## src/rtl/vblank_sched_pkg.sv

```systemverilog
// vblank_sched_pkg
// Shared definitions for the vertical-blank update scheduler:
//   - sched_state_e        : scheduler FSM states
//   - N_REQ_DEF            : default number of game-logic requesters
//   - SLOT_CYCLES_DEF      : default maximum pclk cycles for one grant
//   - BLANK_CYCLES_800x600 : pclk cycles in one 800x600@60 blank window
//                            (28 blank lines x 1056 pclk per line)
package vblank_sched_pkg;

  typedef enum logic [1:0] {
    WAIT_ACTIVE = 2'd0,
    WAIT_VBLANK = 2'd1,
    SCAN        = 2'd2,
    GRANT       = 2'd3
  } sched_state_e;

  localparam int N_REQ_DEF            = 4;
  localparam int SLOT_CYCLES_DEF      = 4096;
  localparam int BLANK_CYCLES_800x600 = 29568;

endpackage

```

## src/rtl/vblank_update_scheduler_rr_pick.sv

```systemverilog
// rr_pick
// Combinational rotating-priority encoder. Returns the first set bit of
// cand, searching upward from index start and wrapping past N_REQ-1.
// Ports:
//   cand  [N_REQ-1:0] in  candidate mask (req & ~served)
//   start [ID_W-1:0]  in  index where the search begins (< N_REQ)
//   found             out at least one candidate bit is set
//   idx   [ID_W-1:0]  out index of the chosen candidate (0 when none)
module rr_pick #(
  parameter int N_REQ = 4,
  parameter int ID_W  = 2
) (
  input  logic [N_REQ-1:0] cand,
  input  logic [ID_W-1:0]  start,
  output logic             found,
  output logic [ID_W-1:0]  idx
);

  logic [N_REQ-1:0] rot_s;
  logic [ID_W:0]    off_s;
  logic [ID_W:0]    sum_s;
  logic             found_s;
  logic [ID_W-1:0]  idx_s;

  // Rotate the candidates so the search start lands on bit 0.
  assign rot_s = N_REQ'({cand, cand} >> start);

  // Lowest set bit of the rotated mask, then map the offset back to an index.
  always_comb begin
    found_s = 1'b0;
    off_s   = {(ID_W+1){1'b0}};
    // Walk downward so the lowest offset is the one left standing.
    for (int k = N_REQ - 1; k >= 0; k--) begin
      if (rot_s[k]) begin
        found_s = 1'b1;
        off_s   = (ID_W+1)'(k);
      end else begin
        found_s = found_s;
        off_s   = off_s;
      end
    end
    sum_s = {1'b0, start} + off_s;
    if (sum_s >= (ID_W+1)'(N_REQ)) begin
      idx_s = ID_W'(sum_s - (ID_W+1)'(N_REQ));
    end else begin
      idx_s = ID_W'(sum_s);
    end
    if (!found_s) begin
      idx_s = {ID_W{1'b0}};
    end else begin
      idx_s = idx_s;
    end
  end

  assign found = found_s;
  assign idx   = idx_s;

endmodule

```

## src/rtl/vblank_update_scheduler.sv

```systemverilog
// vblank_update_scheduler
// Round-robin arbiter sharing the game-state update port between N_REQ
// requesters. Grants are only issued inside the vertical blanking window so
// the visible frame never shows a half-applied update. Each requester is
// served at most once per window; the requester searched first rotates by
// one every frame.
// Optional feature macro: VBLANK_SCHED_FRAME_CNT_EN adds frame_cnt/ovr_cnt.
// Ports:
//   pclk         in   pixel clock
//   rst          in   synchronous active-high reset
//   vblnk        in   vertical blank level from the timing generator
//   req   [N]    in   per-requester request level
//   done  [N]    in   per-requester release (only looked at while granted)
//   gnt   [N]    out  one-hot registered grant
//   gnt_id[ID_W] out  index of the granted requester, 0 when none
//   window_open  out  scheduler is inside a blank window (SCAN or GRANT)
//   frame_tick   out  one-cycle pulse when a window opens
//   timeout      out  one-cycle pulse when a grant hits SLOT_CYCLES
//   overrun      out  one-cycle pulse when a grant is cut by vblnk falling
//   frame_cnt    out  (optional) wrapping count of frame_tick pulses
//   ovr_cnt      out  (optional) saturating count of timeout+overrun pulses
module vblank_update_scheduler
  import vblank_sched_pkg::*;
#(
  parameter  int N_REQ       = N_REQ_DEF,
  parameter  int SLOT_CYCLES = SLOT_CYCLES_DEF,
  localparam int ID_W        = $clog2(N_REQ)
) (
  input  logic             pclk,
  input  logic             rst,
  input  logic             vblnk,
  input  logic [N_REQ-1:0] req,
  input  logic [N_REQ-1:0] done,
  output logic [N_REQ-1:0] gnt,
  output logic [ID_W-1:0]  gnt_id,
  output logic             window_open,
  output logic             frame_tick,
  output logic             timeout,
`ifdef VBLANK_SCHED_FRAME_CNT_EN
  output logic             overrun,
  output logic [15:0]      frame_cnt,
  output logic [7:0]       ovr_cnt
`else
  output logic             overrun
`endif
);

  localparam int CNT_W = $clog2(SLOT_CYCLES);

  sched_state_e     state_r, state_s;
  logic             vblnk_q_r;
  logic [N_REQ-1:0] served_r, served_s;
  logic [ID_W-1:0]  start_ptr_r, start_ptr_s;
  logic [ID_W-1:0]  search_r, search_s;
  logic [CNT_W-1:0] slot_cnt_r, slot_cnt_s;
  logic [N_REQ-1:0] gnt_r, gnt_s;
  logic [ID_W-1:0]  gnt_id_r, gnt_id_s;
  logic             window_open_r, window_open_s;
  logic             frame_tick_r, frame_tick_s;
  logic             timeout_r, timeout_s;
  logic             overrun_r, overrun_s;

  logic             rise_s;
  logic             release_s;
  logic             slot_end_s;
  logic [N_REQ-1:0] cand_s;
  logic             pick_found_s;
  logic [ID_W-1:0]  pick_idx_s;
  logic [N_REQ-1:0] pick_onehot_s;

  // Index successor modulo N_REQ (N_REQ need not be a power of two).
  function automatic logic [ID_W-1:0] next_idx(input logic [ID_W-1:0] i);
    if (i == ID_W'(N_REQ - 1)) begin
      return {ID_W{1'b0}};
    end else begin
      return i + ID_W'(1'b1);
    end
  endfunction

  assign rise_s        = vblnk & ~vblnk_q_r;
  assign cand_s        = req & ~served_r;
  assign release_s     = |(gnt_r & (done | ~req));
  assign slot_end_s    = (slot_cnt_r == CNT_W'(SLOT_CYCLES - 1));
  assign pick_onehot_s = {{(N_REQ-1){1'b0}}, 1'b1} << pick_idx_s;

  rr_pick #(
    .N_REQ (N_REQ),
    .ID_W  (ID_W)
  ) u_rr_pick (
    .cand  (cand_s),
    .start (search_r),
    .found (pick_found_s),
    .idx   (pick_idx_s)
  );

  // Next-state and next-output logic for the scheduler.
  always_comb begin
    state_s       = state_r;
    served_s      = served_r;
    start_ptr_s   = start_ptr_r;
    search_s      = search_r;
    slot_cnt_s    = slot_cnt_r;
    gnt_s         = gnt_r;
    gnt_id_s      = gnt_id_r;
    window_open_s = window_open_r;
    frame_tick_s  = 1'b0;
    timeout_s     = 1'b0;
    overrun_s     = 1'b0;

    case (state_r)
      // A blank already in progress at reset is skipped entirely.
      WAIT_ACTIVE: begin
        if (!vblnk) begin
          state_s = WAIT_VBLANK;
        end else begin
          state_s = WAIT_ACTIVE;
        end
      end

      WAIT_VBLANK: begin
        if (rise_s) begin
          state_s       = SCAN;
          frame_tick_s  = 1'b1;
          window_open_s = 1'b1;
          served_s      = {N_REQ{1'b0}};
          search_s      = start_ptr_r;
          start_ptr_s   = next_idx(start_ptr_r);
        end else begin
          state_s = WAIT_VBLANK;
        end
      end

      // Idles here while the window lasts so late requests still get a slot.
      SCAN: begin
        if (!vblnk) begin
          state_s       = WAIT_VBLANK;
          window_open_s = 1'b0;
        end else if (pick_found_s) begin
          state_s    = GRANT;
          gnt_s      = pick_onehot_s;
          gnt_id_s   = pick_idx_s;
          served_s   = served_r | pick_onehot_s;
          slot_cnt_s = {CNT_W{1'b0}};
        end else begin
          state_s = SCAN;
        end
      end

      // A voluntary release outranks both overrun and timeout.
      GRANT: begin
        slot_cnt_s = slot_cnt_r + CNT_W'(1'b1);
        if (release_s) begin
          gnt_s    = {N_REQ{1'b0}};
          gnt_id_s = {ID_W{1'b0}};
          search_s = next_idx(gnt_id_r);
          if (!vblnk) begin
            state_s       = WAIT_VBLANK;
            window_open_s = 1'b0;
          end else begin
            state_s = SCAN;
          end
        end else if (!vblnk) begin
          state_s       = WAIT_VBLANK;
          gnt_s         = {N_REQ{1'b0}};
          gnt_id_s      = {ID_W{1'b0}};
          overrun_s     = 1'b1;
          window_open_s = 1'b0;
        end else if (slot_end_s) begin
          state_s   = SCAN;
          gnt_s     = {N_REQ{1'b0}};
          gnt_id_s  = {ID_W{1'b0}};
          timeout_s = 1'b1;
          search_s  = next_idx(gnt_id_r);
        end else begin
          state_s = GRANT;
        end
      end

      default: begin
        state_s       = WAIT_ACTIVE;
        gnt_s         = {N_REQ{1'b0}};
        gnt_id_s      = {ID_W{1'b0}};
        window_open_s = 1'b0;
      end
    endcase
  end

  // State, bookkeeping and registered outputs.
  always_ff @(posedge pclk) begin
    if (rst) begin
      state_r       <= WAIT_ACTIVE;
      vblnk_q_r     <= 1'b0;
      served_r      <= {N_REQ{1'b0}};
      start_ptr_r   <= {ID_W{1'b0}};
      search_r      <= {ID_W{1'b0}};
      slot_cnt_r    <= {CNT_W{1'b0}};
      gnt_r         <= {N_REQ{1'b0}};
      gnt_id_r      <= {ID_W{1'b0}};
      window_open_r <= 1'b0;
      frame_tick_r  <= 1'b0;
      timeout_r     <= 1'b0;
      overrun_r     <= 1'b0;
    end else begin
      state_r       <= state_s;
      vblnk_q_r     <= vblnk;
      served_r      <= served_s;
      start_ptr_r   <= start_ptr_s;
      search_r      <= search_s;
      slot_cnt_r    <= slot_cnt_s;
      gnt_r         <= gnt_s;
      gnt_id_r      <= gnt_id_s;
      window_open_r <= window_open_s;
      frame_tick_r  <= frame_tick_s;
      timeout_r     <= timeout_s;
      overrun_r     <= overrun_s;
    end
  end

  assign gnt         = gnt_r;
  assign gnt_id      = gnt_id_r;
  assign window_open = window_open_r;
  assign frame_tick  = frame_tick_r;
  assign timeout     = timeout_r;
  assign overrun     = overrun_r;

`ifdef VBLANK_SCHED_FRAME_CNT_EN
  logic [15:0] frame_cnt_r;
  logic [7:0]  ovr_cnt_r;

  // Frame and revocation statistics, updated on the same edge as the pulses.
  always_ff @(posedge pclk) begin
    if (rst) begin
      frame_cnt_r <= 16'd0;
      ovr_cnt_r   <= 8'd0;
    end else begin
      if (frame_tick_s) begin
        frame_cnt_r <= frame_cnt_r + 16'd1;
      end else begin
        frame_cnt_r <= frame_cnt_r;
      end
      if ((timeout_s || overrun_s) && (ovr_cnt_r != 8'hFF)) begin
        ovr_cnt_r <= ovr_cnt_r + 8'd1;
      end else begin
        ovr_cnt_r <= ovr_cnt_r;
      end
    end
  end

  assign frame_cnt = frame_cnt_r;
  assign ovr_cnt   = ovr_cnt_r;
`endif

endmodule
```

## config.mk

```make
export PLATFORM = sky130hd
export DESIGN_NAME = vblank_update_scheduler
export DESIGN_NICKNAME = d
export VERILOG_FILES = /design/src/rtl/vblank_sched_pkg.sv /design/src/rtl/vblank_update_scheduler_rr_pick.sv /design/src/rtl/vblank_update_scheduler.sv
export SDC_FILE = /design/constraint.sdc
export NUM_CORES = 1
export LEC_CHECK = 0
export CORE_ASPECT_RATIO = 1.25
export CORE_MARGIN = 2
export CORE_UTILIZATION = 50
export DETAILED_ROUTE_END_ITERATION = 10
export GPL_TIMING_DRIVEN = 0
export MAX_ROUTING_LAYER = met4
export PLACE_DENSITY = 0.83
export SLEW_MARGIN = 20
export SYNTH_ARGS = -nofsm -noshare
export SYNTH_HDL_FRONTEND = slang
export SYNTH_SLANG_ARGS = --single-unit
```

## constraint.sdc

```tcl
create_clock -name pclk -period 4.3 [get_ports pclk]
set_input_delay 0.86 -clock pclk [delete_from_list [all_inputs] [get_ports pclk]]
set_output_delay 0.86 -clock pclk [all_outputs]
set_load 0.01 [all_outputs]
```

# After elaboration in Yosys (flattened, before gate mapping)
# Cells that the tools add are included.
[op_classes] n_mux=51 n_div=0 n_eq_ne=13 bitwise=11 n_addsub=5 mul=0 reduce_logical=16 order_cmp=1 shift=2
[ops] op="$mux 2" n=22
[ops] op="$mux 4" n=8
[ops] op="$mux 12" n=2
[ops] op="$pmux 12 s2" n=1
[ops] op="$pmux 4 s2" n=2
[ops] op="$add 12x1->12 const B" n=1
[ops] op="$eq 12x12->1 const B" n=1
[ops] op="$mux 1" n=12
[ops] op="$reduce_and 4->1" n=3
[ops] op="$and 4x4->4" n=2
[ops] op="$eq 2x2->1 const B" n=4
[ops] op="$ne 2x2->1 const B" n=4
[ops] op="$not 4->4" n=2
[ops] op="$or 4x4->4" n=2
[ops] op="$pmux 2 s2" n=2
[ops] op="$pmux 2 s4" n=1
[ops] op="$reduce_bool 2->1" n=4
[ops] op="$shr 8x2->4" n=1
[ops] op="$reduce_or 7->1" n=1
[ops] op="$ne 3x3->1 const B" n=2
[ops] op="$reduce_and 3->1" n=2
[ops] op="$reduce_or 6->1" n=1
[ops] op="$add 2x1->2 const B" n=2
[ops] op="$ne 4x4->1 const B" n=1
[ops] op="other kinds (12)" n=16
[totals] register_bits=33 romBits=0 inputBits=11 latchBits=0 ram_bits=0 n_memories=0 out_inout_bits=10

# Logic depth before layout (Yosys ltp)
# Gate-level depths: netlist of the first run.
[depth] depth_word=16 mapped_depth=10

# Modules after synthesis
# A second synthesis of the first run with hierarchy kept.
[hier_totals] cells_unflattened=197 hier_area_um2=1674.1
[by_module_without_submodules] module="vblank_update_scheduler" area_per_inst_um2=1507.7 seq_area_each_um2=660.6 n_inst=1 cells_each=173
[by_module_without_submodules] module="rr_pick" area_per_inst_um2=166.4 seq_area_each_um2=0.0 n_inst=1 cells_each=24

# Worst setup path after synthesis of the first run
# Ideal clock, no wire load.
[synth_path] path_type="input to register" start="in req[0]" end="reg served_r[1]" t_arrival_ns=2.087 stages=8 slack_ns=2.096 t_required_ns=4.183 path_cell_list="inv_1 > nor2_1 > nor3_1 > a311oi_1 > o21ai_0 > ha_1 > mux2i_4 > a22o_1"
[synth_via] elab_chain_len=15 elab_cells_between_ends=22 classes_between="add/sub: 2; order compare: 1; eq/ne: 1; shift: 2; mux: 13; bitwise: 2; reduce/logical: 1"
[synth_rtl] item="start: declaration" line_no="vblank_update_scheduler.sv:32" text="input logic [N_REQ-1:0] req,"
[synth_rtl] item="$and 4x4->4 *" line_no="vblank_update_scheduler.sv:81" text="assign cand_s = req & ~served_r;"
[synth_rtl] item="$shr 8x2->4 *" line_no="vblank_update_scheduler_rr_pick.sv:26" text="assign rot_s = N_REQ'({cand, cand} >> start);"
[synth_rtl] item="$mux 2 (4 in a row)" line_no="vblank_update_scheduler_rr_pick.sv:34" text="if (rot_s[k]) begin"
[synth_rtl] item="$add 2x2->3" line_no="vblank_update_scheduler_rr_pick.sv:42" text="sum_s = {1'b0, start} + off_s;"
[synth_rtl] item="$ge 3x3->1 / $sub 2x1->2 (equally long branches)" line_no="vblank_update_scheduler_rr_pick.sv:43, vblank_update_scheduler_rr_pick.sv:44"
[synth_rtl] item="$mux 2" line_no="vblank_update_scheduler_rr_pick.sv:43" text="if (sum_s >= (ID_W+1)'(N_REQ)) begin"
[synth_rtl] item="$mux 2" line_no="vblank_update_scheduler_rr_pick.sv:48" text="if (!found_s) begin"
[synth_rtl] item="$shl 1x2->4" line_no="vblank_update_scheduler.sv:84" text="assign pick_onehot_s = {{(N_REQ-1){1'b0}}, 1'b1} << pick_idx_s;"
[synth_rtl] item="$or 4x4->4" line_no="vblank_update_scheduler.sv:142" text="served_s = served_r | pick_onehot_s;"
[synth_rtl] item="$mux 4" line_no="vblank_update_scheduler.sv:138" text="end else if (pick_found_s) begin"
[synth_rtl] item="$mux 4" line_no="vblank_update_scheduler.sv:135" text="if (!vblnk) begin"
[synth_rtl] item="$pmux 4 s2" line_no="vblank_update_scheduler.sv:110" text="case (state_r)"
[synth_rtl] item="end signal: assignment" line_no="vblank_update_scheduler.sv:193" text="served_r <= {N_REQ{1'b0}};"
[synth_rtl] item="end signal: assignment" line_no="vblank_update_scheduler.sv:206" text="served_r <= served_s;"
[synth_rtl] item="end: declaration" line_no="vblank_update_scheduler.sv:52" text="logic [N_REQ-1:0] served_r, served_s;"
# Every way passes the cells marked *; elsewhere a longest branch is shown, timed or not. The select of a mux whose other input is x is not followed.
# A chain may end at the register's enable or synchronous reset.

# Worst setup path after layout of the first run
# Ends and elaborated chain as after synthesis.

==> results.json, run 1 <==
{
  "via_count": 1439,
  "syn2layout_area_growth_pct": 18.8,
  "yosysSeqAreaShare_pct": 38.8,
  "drt-pass1-iter-count": 4,
  "yosysUniqueCellTypes": 52,
  "n_antenna_cell": 0,
  "synth.top_cell.area_share_pct": 38.8,
  "synth-simple-area-share_pct": 23.8,
  "slew_headroom_pct": 68.7,
  "fp.dieW_um": 56.2,
  "die-area_sq_um": 3890,
  "end_kind": "flip-flop",
  "cts_hold_buffers": 0,
  "fin_setup_tns_ns": 0,
  "synth.area.mux_share_pct": 1.32,
  "initial_core_util_pct": 52.8,
  "max_cap_viol_count": 0,
  "cts_resized": 0,
  "setup_viol": 0,
  "clk_path_buf_depth": 2,
  "cts_num_sinks": 33,
  "rsz0062_at_grt": "no",
  "worstPathRequired_ns": 4.49,
  "core_area_sq_um": 3220,
  "cts_setup_buffers": 0,
  "grt_pass1_wl_mm": 5.99,
  "hold_class": "flip-flop to flip-flop",
  "htree_num_levels": 2,
  "die_y_um": 69.2,
  "syn_area_sq_um": 1700,
  "slew_viol_final": 0,
  "finClkSkew_ns": 0.00675,
  "synthArstFlopShare_pct": 0,
  "rrSetupSlack_ns": 2.39,
  "synth_top_family_by_area": "simple AND/OR/NAND/NOR gates",
  "finalCriticalPeriod_ns": 2.65,
  "synthXorXnorAreaFrac_pct": 5.15,
  "avgViaCountPerCell": 5.69,
  "final_antenna_net_count": 0,
  "worstSetupPathType": "primary input to flip-flop",
  "synth_area_leaders": "dfxtp_1 (39%), nor2_1 (5.1%), xor2_1 (4.1%)",
  "synth_seq_cells": 33,
  "worst_slew_pin_slew_ns": 0.470,
  "hold_violations": 0,
  "synth_compound_gate_area_share_pct": 22.9,
  "cts.clk_slew.worst_paths_ns": 0.07,
  "drc": 0,
  "final_nets": 230,
  "postLayoutCoreUtil_pct": 62.7,
  "avgSynthCellArea_sq_um": 9.00,
  "final_common_cell": "dfxtp_1",
  "row_count": 23,
  "grt_pass1_vias": 1410,
  "drive_gt1_share_pct": 13.0,
  "synth_fa_ha_area_share_pct": 2.94,
  "power_leakage_nw": 0.772,
  "cp-start-kind": "primary input",
  "grt_max_degree": 11,
  "irDropWorstVdd_v": 0.000216,
  "cp_slowest_cell": "clkdlybuf4s50_1",
  "gp_congestion": 0.916,
  "wl_per_cell_um": 13.5,
  "routed_wirelength_mm": 3.43,
  "synth-edff-count": 0,
  "max_stage_delay_ns": 0.54,
  "root_buffer": "clkbuf_8",
  "cts_tree": "done",
  "syn_inst": 189,
  "ios": 21,
  "critical_path_arrival_ns": 2.84,
  "cts_made_buffers": 5,
  "clock.fmax_mhz": 377,
  "clkLatencyLatePin_ns": 0.29,
  "synthFlopType": "dfxtp_1",
  "grt-ovfl-total": 0,
  "final_cell_mix": "dfxtp_1 (33), nor2_1 (23), clkdlybuf4s50_1 (19)",
  "p_per_area_nw_per_um2": 295,
  "io_buffers": 19,
  "synth_warnings": 0,
  "grtUsageTotal_pct": 20.1,
  "post-route-period-util_pct": 61.7,
  "synthesis.nets": 204,
  "path_max_fanout": 9,
  "status": "completed",
  "drt_iter0_markers": 53,
  "cp_cell_sequence": "clkdlybuf4s50_1 -> inv_1 -> nor2_1 -> nor3_1 -> a311oi_1 -> o21ai_0 -> ha_1 -> mux2i_4 -> a22o_1",
  "antenna_found_initial": 0,
  "place_hpwl_mm": 2.63,
  "yosys.area.top_type": "dfxtp_1"
}
final timing paths:
path / to / from / depth (start not counted)
min reg2reg: served_r[1] / served_r[1] / 1
max: served_r[1] / req[0] / 9
max reg2reg: served_r[1] / search_r[0] / 6
min: served_r[1] / served_r[1] / 1
worst max-delay path: cells and delay by family:
family / cells / cell delay, ns
adders and majority gates: 1 / 0.23
muxes: 1 / 0.24
and+or+nand+nor: 2 / 0.25
AOI/OAI and AO/OA: 3 / 0.63
buffers and inverters: 2 / 0.62
flip-flops by register name (all words and copies together) (netlist names):
register     count
frame_tick       1
gnt              4
gnt_id           2
overrun          1
search_r         2
served_r         4
slot_cnt_r      12
start_ptr_r      2
state_r          2
timeout          1
vblnk_q_r        1
window_open      1
final cells by class:
type	count	area (sq um)
Tap cell	37	46.3
Inverter	9	33.8
Multi-Input combinational cell	139	955
Buffer	8	52.6
Clock inverter	2	10.0
Fill cell	274	1200
Sequential cell	33	661
Timing Repair Buffer	19	190
Clock buffer	6	72.6
report_power, final:
| part | internal, mW | switching, mW |
|---|---|---|
| sequential | 0.310 | 0.00387 |
| combinational | 0.0253 | 0.0325 |
| clock | 0.112 | 0.112 |
synthesized netlist by cell type (4+ instances only):
library cell   n
a21oi_1        8
nor3_1         4
ha_1           4
o21ai_1        6
nand2_1       11
dfxtp_1       33
nor2_1        23
nand4_1        5
a22o_1         5
o21ai_0        7
inv_1          9
xor2_1         8
nand3_1        6
o211ai_1       4
routing by layer:
metal	global-route usage, %	routed length, um
met4	8.20	61
met5	-	0
met2	35.6	1790
met3	5.97	126
met1	20.5	1450
cell families (layout without fill, tap and decap cells):
group / count (synthesis) / in the layout
mux: 1 / 1
compound gates: 52 / 52
fa+ha+maj: 4 / 4
simple gates: 72 / 72
flops: 33 / 33
xor+xnor: 10 / 10
buf+inv: 17 / 44
stage by stage:
| stage | instances | hold slack (ns) | power, mW | setup slack [ns] | cell area (sq um) |
|---|---|---|---|---|---|
| 4_1_cts | 253 | 0.478 | 0.598 | 1.65 | 2020 |
| 5_1_grt | 253 | 0.512 | 0.623 | 1.51 | 2020 |
| 3_3_place_gp | 245 | 0.449 | 0.378 | 1.38 | 1940 |
| 6_report | 253 | 0.475 | 0.595 | 1.65 | 2020 |
| 2_1_floorplan | 189 | 0.430 | 0.356 | 2.10 | 1700 |
| 3_5_place_dp | 245 | 0.463 | 0.378 | 1.35 | 1940 |
Note: power is estimated with default switching activity, not from simulation.
==> inputs of run 2 (changes only) <==
Settings changed: CORE_UTILIZATION 50 to 49, PLACE_DENSITY 0.83 to 0.85.
Clock period 4.3 ns to 2.4 ns, I/O delays scaled along.
==> results.json, run 2 (synthesis results as in run 1) <==
{
  "grt-ovfl-total": 0,
  "core_area_sq_um": 3250,
  "cts_made_buffers": 5,
  "cts_hold_buffers": 0,
  "status": "completed",
  "holdPathStages": 2,
  "drc": 0,
  "post-route-period-util_pct": 94.5,
  "worstPathRequired_ns": 2.62,
  "ios": 21,
  "die_y_um": 69.9,
  "fp.dieW_um": 56.7,
  "cts.clk_slew.worst_paths_ns": 0.06,
  "r2r_end": "served_r[1]",
  "instances_no_fill": 252,
  "final_common_cell": "dfxtp_1",
  "io_buffers": 19,
  "critical_path_arrival_ns": 2.49,
  "cp-start-kind": "primary input",
  "p_clk_share_pct": 35.5,
  "switching_share_pct": 23.9,
  "power_leakage_nw": 0.767,
  "avgViaCountPerCell": 5.92,
  "hold_violations": 0,
  "crit_end": "served_r[1]",
  "wl_per_cell_um": 14.8,
  "final_nets": 231,
  "p_seq_share_pct": 54.1,
  "clkLatencyLatePin_ns": 0.28,
  "grt_max_degree": 11,
  "dp.cells": 245,
  "reg2reg_depth": 8,
  "routed_wirelength_mm": 3.73,
  "setup.worst_path.start": "req[0]",
  "initial_core_util_pct": 52.3,
  "clock.fmax_mhz": 441,
  "whs_ns": 0.458,
  "n_antenna_cell": 0,
  "drt_iter0_markers": 74,
  "worstSetupPathType": "primary input to flip-flop",
  "cts_setup_buffers": 0,
  "cts_tree": "done",
  "path_max_fanout": 3,
  "largest_reg_flops": 12,
  "syn2layout_area_growth_pct": 19.3,
  "row_count": 23,
  "htree_num_levels": 2,
  "postLayoutCoreUtil_pct": 62.4,
  "max_cap_viol_count": 0,
  "p_int_mw": 0.792,
  "finClkSkew_ns": 0.00803,
  "hold_class": "flip-flop to flip-flop",
  "setup_viol": 0,
  "end_kind": "flip-flop",
  "slew_headroom_pct": 70.9,
  "gp_congestion": 0.878,
  "power_mw": 1.04,
  "finalCriticalPeriod_ns": 2.27,
  "cts_resized": 0,
  "p_sw_mw": 0.248,
  "grt_pass1_wl_mm": 6.38,
  "top_register": "slot_cnt_r",
  "place_hpwl_mm": 2.65,
  "final_cell_mix": "dfxtp_1 (33), nor2_1 (22), clkdlybuf4s50_1 (19)",
  "irDropWorstVdd_v": 0.000438,
  "final_antenna_net_count": 0,
  "worst_slew_pin_slew_ns": 0.437,
  "drt-pass1-iter-count": 4,
  "rr_startpoint": "search_r[0]",
  "cts_num_sinks": 33,
  "drive_gt1_share_pct": 14.0,
  "root_buffer": "clkbuf_8",
  "clk_path_buf_depth": 2,
  "antenna_found_initial": 0,
  "grtUsageTotal_pct": 21.2,
  "rrSetupSlack_ns": 0.49,
  "p_per_area_nw_per_um2": 512,
  "via_count": 1492,
  "die-area_sq_um": 3960,
  "comb_power_share_pct": 10.4,
  "grt_pass1_vias": 1472,
  "slew_viol_final": 0
}
run 2: area by class of cell:
cell class | instances | area, sq um
multi-input cells | 140 | 973
flip-flops and latches | 33 | 661
plain buffers | 8 | 52.6
well taps | 37 | 46.3
clock buffers | 5 | 68.8
clock inverters | 1 | 5.00
inverters | 9 | 33.8
repair buffers | 19 | 190
fillers | 283 | 1220
run 2: worst max-delay path, stage by stage:
cell	delay, ns
clkdlybuf4s50_1	0.54
inv_1	0.09
nor2_2	0.14
nor3_1	0.07
a311oi_1	0.25
o21ai_0	0.13
ha_2	0.36
inv_1	0.06
nor2_1	0.19
a22o_1	0.17
run 2: worst min path at each step:
stage             endpoint        start  slack (ns)
6_report       served_r[3]  served_r[3]        0.46
5_1_grt            timeout          rst        0.48
4_1_cts        served_r[3]  served_r[3]        0.46
3_5_place_dp   served_r[3]  served_r[3]        0.45
3_3_place_gp   served_r[3]  served_r[3]        0.44
2_1_floorplan  served_r[3]  served_r[3]        0.43
run 2: power by group through the flow:
stage	clock (mW)	sequential, mW	combinational, mW
floorplan	0	0.573	0.0645
detailed placement	0	0.574	0.104
finish	0.369	0.562	0.108
CTS	0.385	0.562	0.105
global route	0.411	0.563	0.120
global placement	0	0.574	0.102
run 2: per-layer routing:
layer | GRT usage [%] | share of wire (%) | vias to the layer above
met5 | - | 0 | -
met4 | 8.99 | 3.1 | 0
met3 | 5.56 | 3.4 | 13
met2 | 36.0 | 51 | 28
met1 | 23.1 | 42 | 709
li1 | - | - | 742
run 2: metrics by stage:
stage | cell area, sq um | TNS, ns | setup WS [ns]
3_5_place_dp | 1940 | -1.42 | -0.192
6_report | 2030 | 0 | 0.131
2_1_floorplan | 1700 | 0 | 0.576
5_1_grt | 2030 | -0.0158 | -0.0158
4_1_cts | 2010 | 0 | 0.100
3_3_place_gp | 1940 | -1.18 | -0.157
